<file path="src/rtl/bsg_fork_pkg.sv">
//------------------------------------------------------------------------------
// bsg_fork_pkg : shared fan-out width and branch mask type for the fork cells
// Revision     : 1.0
//------------------------------------------------------------------------------
`default_nettype none

package bsg_fork_pkg;

    localparam int fork_ways_lp = 3;

    typedef logic [fork_ways_lp-1:0] branch_mask_t;

endpackage

`default_nettype wire

</file>
<file path="src/rtl/bsg_fork_pend_tracker.sv">
//------------------------------------------------------------------------------
// bsg_fork_pend_tracker : per-branch "still owed" mask and drain detection
// Revision              : 1.0
//------------------------------------------------------------------------------
`default_nettype none

module bsg_fork_pend_tracker
    import bsg_fork_pkg::*;
#(
    parameter int ways_p = fork_ways_lp
) (
    input  logic              clk_i,
    input  logic              reset_n_i,
    input  logic              accept_i,
    input  logic [ways_p-1:0] yumi_i,
    output logic [ways_p-1:0] pend_o,
    output logic              done_o
);

    logic [ways_p-1:0] pend_q;
    logic [ways_p-1:0] pend_d;
    logic [ways_p-1:0] yumi_masked;

    // Illegal consumes on already-served branches are dropped here.
    assign yumi_masked = yumi_i & pend_q;
    assign done_o      = ((pend_q & ~yumi_masked) == '0);
    assign pend_o      = pend_q;

    always_comb begin
        pend_d = pend_q & ~yumi_masked;
        if (accept_i) begin
            pend_d = '1;
        end
    end

    always_ff @(posedge clk_i or negedge reset_n_i) begin
        if (!reset_n_i) begin
            pend_q <= '0;
        end else begin
            pend_q <= pend_d;
        end
    end

endmodule

`default_nettype wire

</file>
<file path="src/rtl/bsg_fork3_buffered.sv">
//------------------------------------------------------------------------------
// bsg_fork3_buffered : one-entry buffered fork of a valid/ready stream to three
//                      independently consuming branches, optional inversion
// Revision           : 1.0
//------------------------------------------------------------------------------
`default_nettype none

module bsg_fork3_buffered
    import bsg_fork_pkg::*;
#(
    parameter int width_p  = 16,
    parameter int invert_p = 0
) (
    input  logic                           clk_i,
    input  logic                           reset_n_i,
    input  logic                           v_i,
    input  logic [width_p-1:0]             data_i,
    output logic                           ready_o,
    output logic [fork_ways_lp-1:0]        v_o,
    output logic [fork_ways_lp*width_p-1:0] data_o,
    input  logic [fork_ways_lp-1:0]        yumi_i
);

    logic               accept;
    logic               done;
    logic [width_p-1:0] data_q;
    logic [width_p-1:0] data_d;
    logic [width_p-1:0] lane_data;
    branch_mask_t       pend;

    // ready depends combinationally on yumi_i so the last consume and the
    // next accept can share a cycle.
    assign ready_o = done;
    assign accept  = v_i & done;
    assign v_o     = pend;
    assign data_d  = accept ? data_i : data_q;

    bsg_fork_pend_tracker #(
        .ways_p (fork_ways_lp)
    ) u_pend (
        .clk_i     (clk_i),
        .reset_n_i (reset_n_i),
        .accept_i  (accept),
        .yumi_i    (yumi_i),
        .pend_o    (pend),
        .done_o    (done)
    );

    always_ff @(posedge clk_i or negedge reset_n_i) begin
        if (!reset_n_i) begin
            data_q <= '0;
        end else begin
            data_q <= data_d;
        end
    end

    generate
        if (invert_p != 0) begin : g_invert
            assign lane_data = ~data_q;
        end else begin : g_pass
            assign lane_data = data_q;
        end
    endgenerate

    generate
        for (genvar k = 0; k < fork_ways_lp; k++) begin : g_lane
            assign data_o[k*width_p +: width_p] = lane_data;
        end
    endgenerate

endmodule

`default_nettype wire

</file>
<file path="config.mk">
export PLATFORM = sky130hd
export DESIGN_NAME = bsg_fork3_buffered
export DESIGN_NICKNAME = d
export VERILOG_FILES = /design/src/rtl/bsg_fork_pkg.sv /design/src/rtl/bsg_fork_pend_tracker.sv /design/src/rtl/bsg_fork3_buffered.sv
export SDC_FILE = /design/constraint.sdc
export NUM_CORES = 1
export LEC_CHECK = 0
export ABC_AREA = 1
export ABC_CLOCK_PERIOD_IN_PS = 1100
export BUFFER_PORTS_ARGS = -buffer_cell sky130_fd_sc_hd__clkbuf_2
export CORE_UTILIZATION = 40
export CTS_BUF_LIST = sky130_fd_sc_hd__clkbuf_8
export DETAILED_ROUTE_END_ITERATION = 8
export GPL_TIMING_DRIVEN = 0
export PLACE_DENSITY = 0.73
export SYNTH_ARGS = -nofsm -noshare
export SYNTH_HDL_FRONTEND = slang
export SYNTH_SLANG_ARGS = --single-unit
</file>
<file path="constraint.sdc">
create_clock -name clk_i -period 1.1 [get_ports clk_i]
set_input_delay 0.055 -clock clk_i [delete_from_list [all_inputs] [get_ports clk_i]]
set_output_delay 0.055 -clock clk_i [all_outputs]
set_load 0.01 [all_outputs]
</file>
==> impl_metrics.yaml, run 1 <==
global_route:
  grtUsageTotal_pct: 17.0
  grt_overflow: 0
  grt_pass1_vias: 794
  grt_pass1_wl_um: 3480
  antenna_found_initial: 0
  grt_max_degree: 20
cts:
  tritoncts.num_buffers: 3
  clock_sinks: 19
  clock_latency_ps: 250
  ctsLongestPathBuffers: 2
  cts.htree.levels: 1
  root_buffer: "clkbuf_8"
  path_clk_slew_ps: 70
  cts_tree: "done"
place:
  dpl_cell_area_mm2: 0.00149
  hpwlAfterDp_um: 1730
  port_buffers: 72
  gp_congestion: 0.666
worst_setup_path:
  cp_max_fo: 2
  r2r-start: "u_pend.pend_o[2]"
  worstPathRequired_ps: 1040
  crit_type: "reg2out"
  cp.arrival_ps: 1120
  start_kind: "register"
  crit_path_end_kind: "primary output"
  cp-startpoint: "u_pend.pend_o[2]"
sta:
  slew_headroom_pct: 68.0
  grt_setup_unrepaired: "true"
  slew_violations: 0
  worstMarginPinSlew_ps: 480
  fmax_mhz: 849
  hold_viol: 0
  period_share_pct: 107
  finClkSkew_ps: 2.41
  setup_slack_ps: -78.2
  setup_viol: 15
  min_period_ps: 1180
hold_path:
  min-delay-start: "data_i[2]"
  hold_class: "in2reg"
final_layout:
  diodes: 0
  area_growth_pct: 49.0
  finish.instance_area_mm2: 0.00163
  fin_nets: 223
  utilization_pct: 64.6
  final_layout_size_suffix_gt1_share_pct: 64.5
logic_synthesis:
  synth_cells: 116
  avgSynthCellArea_um2: 9.43
  synth-seq-cells: 19
  synth.yosys.seq_area_share_pct: 43.5
  synth_nets: 138
  ys_types: 14
  synth_top_cell_by_area: "dfrtp_1"
  ys_warn_count: 0
  syn-cell-area_mm2: 0.00109
  yosys-top-cells-area: "dfrtp_1 (43%), buf_4 (23%), nand2_1 (12%), nand3_1 (6.4%), nand2_4 (4.1%)"
  synth.top_cell.area_share_pct: 43.5
routing:
  drc: 0
  vias: 990
  firstDrtPassIters: 4
  drtAntennaViolNets: 0
  drt_iter0_markers: 4
  vias_per_cell: 4.30
  wirelength_um: 2320
  wl_per_cell_um: 10.1
floorplanning:
  die_y_um: 54.3
  initial_core_util_pct: 43.4
  core_mm2: 0.00252
  num_rows: 18
  fp.dieW_um: 54.3
  die-area_mm2: 0.00295
  io_pins: 74
power_and_ir_drop:
  p_total_w: 0.00342
  p_leak_nw: 1.01
  vdd_drop_max_mv: 1.26
  powerDensity_mw_per_mm2: 2100
outcome:
  status: "complete, but fails checks"
  violations: "setup timing"
run:
  cap_violations: 0
==> layer usage <==
layer,track usage [%],vias to the layer above,share of wire [%]
met5,0,-,0
li1,-,496,-
met4,7.69,0,1.2
met3,3.06,2,10
met1,20.5,433,43
met2,29.3,59,46
==> cells in the final DEF (no fill, tap or decap), types with 2 or more instances in the layout <==
cell type / n
buf_4: 35
buf_6: 6
clkbuf_2: 71
clkbuf_8: 4
dfrtp_1: 19
inv_1: 2
nand2_1: 35
nand2_4: 4
nand3_1: 14
nand3_2: 2
==> worst max-delay path: stages, from the launching register on <==
cell and delay, ps:
dfrtp_1 410, nand2_4 100, nand2_4 60, nor2_8 100, buf_12 110, buf_8 90
==> repair_timing <==
action	CTS	global route
setup endpoints to repair	8	19
pin swaps	4	4
endpoints found under the hold margin	19	0
gates cloned	1	0
resized for setup	3	5
buffers inserted	6	0
hold buffers	1	0
==> stage by stage <==
stage | hold WS [ps] | setup TNS (ps) | setup slack [ps] | std cells
2_1_floorplan | -241 | 0 | 41.1 | 116
5_1_grt | 32.6 | -1440 | -138 | 230
3_5_place_dp | 37.2 | -118 | -21.2 | 218
6_report | 24.5 | -314 | -78.2 | 230
3_3_place_gp | 27.3 | 0 | 1.84 | 218
4_1_cts | 20.6 | -670 | -117 | 230
==> layout make-up <==
type | instances | area, um2
fill | 225 | 893
sequential | 19 | 475
timing repair buffer | 80 | 452
multi-input combinational | 57 | 308
buffer | 36 | 293
clock buffer | 3 | 41.3
tap | 30 | 37.5
inverter | 4 | 17.5
clock inverter | 1 | 5.00
==> where the power goes <==
group          switching [W]  leakage, nW  internal, W  total, W
registers           0.000206        0.234     0.000896   0.00110
logic               0.000815        0.754      0.00103   0.00185
clock network       0.000218       0.0255     0.000251  0.000469
total                0.00124         1.01      0.00218   0.00342
==> cell families after synthesis <==
| family | Yosys count | share of synthesized area [%] |
|---|---|---|
| buffers and inverters | 40 | 28.4 |
| DFF | 19 | 43.5 |
| and+or+nand+nor | 57 | 28.1 |
==> flip-flops by register name, summed over array words and instances (netlist names) <==
signal and count:
u_pend.pend_o 3, data_q 16
==> cell usage after synthesis, drive strengths merged <==
library cell and number:
dfrtp 19, nand4 1, nor2 1, nand2 39
buf 35, nand3 16, inv 4, clkbuf 1
==> path summary, 6_finish.rpt <==
path	slack, ps	endpoint	cells past startpoint
max	-80	ready_o	5
min	20	data_q[2]	3
max reg2reg	-30	data_q[8]	7
min reg2reg	520	data_q[5]	2
max in group asynchronous	470	u_pend.pend_o[2]	2
min in group asynchronous	300	data_q[13]	2
No activity file was read; power rests on OpenSTA's default activity.
==> inputs of run 2 (changes only) <==
--- a/config.mk
+++ b/config.mk
@@ -7,12 +7,12 @@
 export LEC_CHECK = 0
 export ABC_AREA = 1
 export ABC_CLOCK_PERIOD_IN_PS = 1100
-export BUFFER_PORTS_ARGS = -buffer_cell sky130_fd_sc_hd__clkbuf_2
 export CORE_UTILIZATION = 40
 export CTS_BUF_LIST = sky130_fd_sc_hd__clkbuf_8
 export DETAILED_ROUTE_END_ITERATION = 8
+export DONT_BUFFER_PORTS = 1
 export GPL_TIMING_DRIVEN = 0
-export PLACE_DENSITY = 0.73
+export PLACE_DENSITY = 0.5
 export SYNTH_ARGS = -nofsm -noshare
 export SYNTH_HDL_FRONTEND = slang
 export SYNTH_SLANG_ARGS = --single-unit
==> impl_metrics.yaml, run 2 (synthesis gave the netlist of run 1 again) <==
final_layout:
  final_layout_size_suffix_gt1_share_pct: 45.1
  fillerInstances: 224
  finish.instance_area_mm2: 0.00144
  fin_nets: 167
  area_growth_pct: 31.8
  diodes: 0
  largest_reg_flops: 16
  mostFrequentLayoutCell: "buf_4"
  top_register: "data_q"
  layout_common_cells: "buf_4 (35), nand2_1 (27), dfrtp_1 (18)"
global_route:
  grtUsageTotal_pct: 14.6
  grt_pass1_vias: 682
  grt_max_degree: 20
  grt_pass1_wl_um: 2980
  grt_overflow: 0
  antenna_found_initial: 0
routing:
  vias_per_cell: 4.58
  drt_iter0_markers: 10
  drtAntennaViolNets: 0
  vias: 797
  wirelength_um: 2150
  drc: 0
  firstDrtPassIters: 4
  wl_per_cell_um: 12.3
outcome:
  violations: "hold timing, setup timing"
  status: "complete, but fails checks"
sta:
  fmax_mhz: 859
  slew_headroom_pct: 42.4
  finClkSkew_ps: 2.73
  hold_viol: 19
  slew_violations: 0
  min_period_ps: 1160
  setup_viol: 17
  period_share_pct: 106
  timing.hold.ws_ps: -20.2
  worstMarginPinSlew_ps: 863
  grt_setup_unrepaired: "true"
  setup_slack_ps: -64.8
power_and_ir_drop:
  internal_power_w: 0.00184
  swShare_pct: 38.1
  clockPowerShare_pct: 15.7
  p_leak_nw: 0.782
  vdd_drop_max_mv: 1.20
  powerDensity_mw_per_mm2: 2060
  p_total_w: 0.00298
  p_sw_w: 0.00113
  pwr-share-seq_pct: 41.2
  p_comb_share_pct: 43.0
cts:
  root_buffer: "clkbuf_8"
  tritoncts.num_buffers: 3
  clock_latency_ps: 250
  cts.htree.levels: 1
  ctsLongestPathBuffers: 2
  path_clk_slew_ps: 70
  cts_tree: "done"
  clock_sinks: 19
hold_path:
  hold_class: "in2async"
worst_setup_path:
  crit_slowest_cell: "dfrtp_2"
  cp.arrival_ps: 1310
  worst-path-stages: 6
  cp_max_fo: 10
  path_buf_inv: 2
  crit_path_end_kind: "register"
  r2r-start: "u_pend.pend_o[2]"
  start_kind: "register"
  reg2reg_depth: 6
  r2r_slack_ps: -60
  worstPathRequired_ps: 1240
  crit_type: "reg2reg"
  max_stage_delay_ps: 450
  worstPathCellList: "nand2_4 > buf_6 > nand4_4 > buf_6 > nand2_1 > nand2_1"
  crit_family: "flip-flops"
  r2r_end: "data_q[10]"
place:
  port_buffers: 0
  dpl_cell_area_mm2: 0.00113
  hpwlAfterDp_um: 1390
  gp_congestion: 0.599
floorplanning:
  core_mm2: 0.00252
  fp.dieW_um: 54.3
  initial_core_util_pct: 43.4
  die_y_um: 54.3
  io_pins: 74
  num_rows: 18
  die-area_mm2: 0.00295
run:
  cap_violations: 0
run 2: cell count changes in the layout (fill, tap and decap cells not counted), moves of 8 or more:
| cell | change |
|---|---|
| dlygate4sd3_1 | +15 |
| nand2_1 | -8 |
| nand2_2 | +8 |
| clkbuf_2 | -71 |
run 2: per-stage QoR:
| stage | setup WS (ps) | utilization, % | cells | setup TNS [ps] |
|---|---|---|---|---|
| after CTS | -86.1 | 57.0 | 175 | -941 |
| final | -64.8 | 57.1 | 174 | -723 |
| after detailed placement | -93.5 | 44.8 | 146 | -649 |
| after global routing | -130 | 57.1 | 174 | -1840 |
| after global placement | -76.9 | 44.8 | 146 | -534 |
| after floorplan | 41.1 | - | 116 | 0 |
run 2: timing repair:
action                                  CTS  global route
hold buffers                             17             0
gates resized for setup                   5            11
cloned                                    1             0
endpoints found under the setup margin   13            21
buffers inserted                          7             0
pin swaps                                 6             4
hold endpoints to repair                 35             0
run 2: layer usage:
layer / vias to the layer above / share of wire, % / global-route usage [%]
met3: 2 / 6.7 / 2.78
li1: 386 / - / -
met1: 364 / 40 / 16.7
met2: 45 / 52 / 25.6
met4: 0 / 0.61 / 7.69
met5: - / 0 / 0
run 2: worst max-delay path by stage:
stage,slack [ps],startpoint,endpoint
after CTS,-90,u_pend.pend_o[2],ready_o
after global routing,-130,u_pend.pend_o[2],data_q[5]
after global placement,-80,u_pend.pend_o[2],data_q[10]
after detailed placement,-90,u_pend.pend_o[2],data_q[7]
final,-60,u_pend.pend_o[2],data_q[10]
after floorplan,40,u_pend.pend_o[0],data_q[10]
run 2: layout make-up:
type | instances | area, um2 | area share, %
plain buffers | 36 | 293 | 20.3
clock buffers | 3 | 41.3 | 2.86
clock inverters | 1 | 3.75 | 0.260
inverters | 4 | 17.5 | 1.22
multi-input cells | 57 | 328 | 22.7
flip-flops and latches | 19 | 477 | 33.1
well taps | 30 | 37.5 | 2.60
repair buffers | 24 | 244 | 16.9
run 2: power by group through the flow:
stage | combinational [W] | sequential (W) | clock [W]
final | 0.00128 | 0.00123 | 0.000469
after global routing | 0.00141 | 0.00127 | 0.000527
after CTS | 0.00131 | 0.00122 | 0.000489
after detailed placement | 0.00112 | 0.00123 | 0
after global placement | 0.00111 | 0.00122 | 0
after floorplan | 0.00103 | 0.00118 | 0
==> inputs of run 3 (changes only) <==
--- a/config.mk
+++ b/config.mk
@@ -15,4 +15,6 @@
 export PLACE_DENSITY = 0.5
 export SYNTH_ARGS = -nofsm -noshare
 export SYNTH_HDL_FRONTEND = slang
+export SYNTH_HIERARCHICAL = 1
 export SYNTH_SLANG_ARGS = --single-unit
+export TNS_END_PERCENT = 5
==> impl_metrics.yaml, run 3 <==
floorplanning:
  die_y_um: 53.5
  initial_core_util_pct: 42.4
  die-area_mm2: 0.00286
  num_rows: 18
  core_mm2: 0.00250
  io_pins: 74
  fp.dieW_um: 53.5
logic_synthesis:
  synth_most_common_cell: "nand2_1"
  synth.top_cell.area_share_pct: 44.8
  synth-async-reset-ratio_pct: 100
  synth.yosys.seq_area_share_pct: 44.8
  synth_top_flop_cell: "dfrtp_1"
  syn-cell-area_mm2: 0.00106
  synth-seq-cells: 19
  synth_cells: 118
  synth_edf_count: 0
  synth_top_cell_by_area: "dfrtp_1"
  yosys-top-cells-area: "dfrtp_1 (45%), buf_4 (23%), nand2_1 (12%), nand3_1 (7.5%), buf_6 (3.2%)"
  ys_warn_count: 6
  synth_nets: 140
  ys_types: 13
  avgSynthCellArea_um2: 8.99
  synthTopCellsByCount: "nand2_1 (33), buf_4 (32), dfrtp_1 (19)"
final_layout:
  mostFrequentLayoutCell: "buf_4"
  fin_nets: 167
  area_growth_pct: 33.4
  final_cells: 174
  layout_common_cells: "buf_4 (34), nand2_1 (24), dfrtp_1 (19)"
  top_register: "data_q"
  largest_reg_flops: 16
  final_layout_size_suffix_gt1_share_pct: 43.8
  diodes: 0
outcome:
  violations: "hold timing, setup timing"
  status: "complete, but fails checks"
worst_setup_path:
  start_kind: "register"
  worstPathRequired_ps: 1240
  crit_path_end_kind: "register"
  reg2reg_depth: 8
  cp-endpoint: "data_q[4]"
  cp.arrival_ps: 1420
  cp_max_fo: 5
  cp-startpoint: "u_pend/pend_o[0]"
  r2r_slack_ps: -180
  r2r_end: "data_q[4]"
  r2r-start: "u_pend/pend_o[0]"
  crit_type: "reg2reg"
routing:
  drc: 0
  firstDrtPassIters: 4
  wl_per_cell_um: 12.2
  vias_per_cell: 4.55
  drt_iter0_markers: 8
  vias: 792
  wirelength_um: 2130
  drtAntennaViolNets: 0
global_route:
  antenna_found_initial: 0
  grtUsageTotal_pct: 15.8
  grt_pass1_vias: 687
  grt_pass1_wl_um: 3190
  grt_overflow: 0
  grt_max_degree: 20
sta:
  fmax_mhz: 781
  min_period_ps: 1280
  period_share_pct: 116
  slew_headroom_pct: 41.1
  setup_slack_ps: -181
  timing.hold.ws_ps: -30.8
  grt_setup_unrepaired: "true"
  hold_viol: 2
  finClkSkew_ps: 1.77
  slew_violations: 0
  setup_viol: 19
  worstMarginPinSlew_ps: 881
cts:
  cts_tree: "done"
  clock_latency_ps: 250
  root_buffer: "clkbuf_8"
  ctsLongestPathBuffers: 2
  path_clk_slew_ps: 70
  tritoncts.num_buffers: 3
  clock_sinks: 19
  cts.htree.levels: 1
hold_path:
  hold_class: "in2reg"
place:
  gp_congestion: 0.631
  place_ws_ps: -282
  port_buffers: 0
  hpwlAfterDp_um: 1350
  place_inst: 148
power_and_ir_drop:
  vdd_drop_max_mv: 1.16
  powerDensity_mw_per_mm2: 2080
  p_leak_nw: 0.748
run:
  cap_violations: 0
[run 3: cell count changes after synthesis, sizes merged]
cell   change
nor2       +1
o21ai      +1
nand2      -1
inv        +1
buf        +1
nand4      -1
[run 3: critical path, cell delays in order, from the launching register on]
cell and delay [ps]:
dfrtp_1 430, nand2_2 100, nand2_2 60, nor2_4 130, buf_6 150, nand2_8 70
buf_8 140, nand2_2 60, nand2_2 50
[run 3: worst min path at each step]
stage | startpoint | end | slack (ps) | depth (start not counted)
finish | yumi_i[0] | u_pend/pend_o[0] | -30 | 3
global route | yumi_i[0] | u_pend/pend_o[0] | -20 | 3
CTS | yumi_i[1] | u_pend/pend_o[1] | -120 | 1
detailed placement | reset_n_i | data_q[5] | -240 | 0
global placement | reset_n_i | data_q[5] | -240 | 0
floorplan | reset_n_i | data_q[0] | -240 | 0
[run 3: kinds of logic (layout without fill, tap and decap cells)]
logic type      after synthesis  count (layout)  share of synthesized area (%)
compound gates                1               1                          0.471
buf+inv                      42              68                           30.3
flops                        19              19                           44.8
simple gates                 56              56                           24.4
[run 3: stage by stage]
stage | instance area (um2) | hold WS, ps | setup TNS, ps | util (%) | total power (W)
global route | 1420 | -17.7 | -4280 | 56.6 | 0.00318
finish | 1420 | -30.8 | -3070 | 56.6 | 0.00295
global placement | 1110 | -240 | -3070 | 44.2 | 0.00231
detailed placement | 1110 | -240 | -3280 | 44.2 | 0.00231
floorplan | 1070 | -241 | -1400 | - | 0.00218
CTS | 1380 | -115 | -3490 | 55.1 | 0.00292
[run 3: power breakdown]
group | total (W) | switching [W] | internal [W] | leakage [nW]
Clock | 0.000462 | 0.000215 | 0.000247 | 0.0269
Combinational | 0.00126 | 0.000577 | 0.000688 | 0.487
Sequential | 0.00122 | 0.000325 | 0.000894 | 0.234
Total | 0.00295 | 0.00112 | 0.00183 | 0.748
[run 3: what timing repair did]
action | CTS | global route
endpoints found under the setup margin | 19 | 19
pin swaps | 6 | 6
setup buffers | 4 | 0
endpoints found under the hold margin | 38 | 2
gates cloned | 1 | 0
hold buffers | 17 | 1
resized for setup | 7 | 11
[run 3: routing by layer]
| metal | wire length, um | vias to the layer above | track usage (%) | part of all wire [%] |
|---|---|---|---|---|
| met2 | 1050 | 43 | 27.3 | 50 |
| met5 | 0 | - | 0 | 0 |
| met4 | 17 | 0 | 5.26 | 0.80 |
| li1 | - | 382 | - | - |
| met1 | 894 | 365 | 19.0 | 42 |
| met3 | 160 | 2 | 3.74 | 7.5 |
[run 3: layout make-up]
class / count / area [um2]
buffer: 36 / 292
multi-input combinational: 57 / 299
inverter: 5 / 21.3
sequential: 19 / 475
clock inverter: 1 / 3.75
timing repair buffer: 23 / 245
fill: 236 / 1080
tap: 30 / 37.5
clock buffer: 3 / 41.3
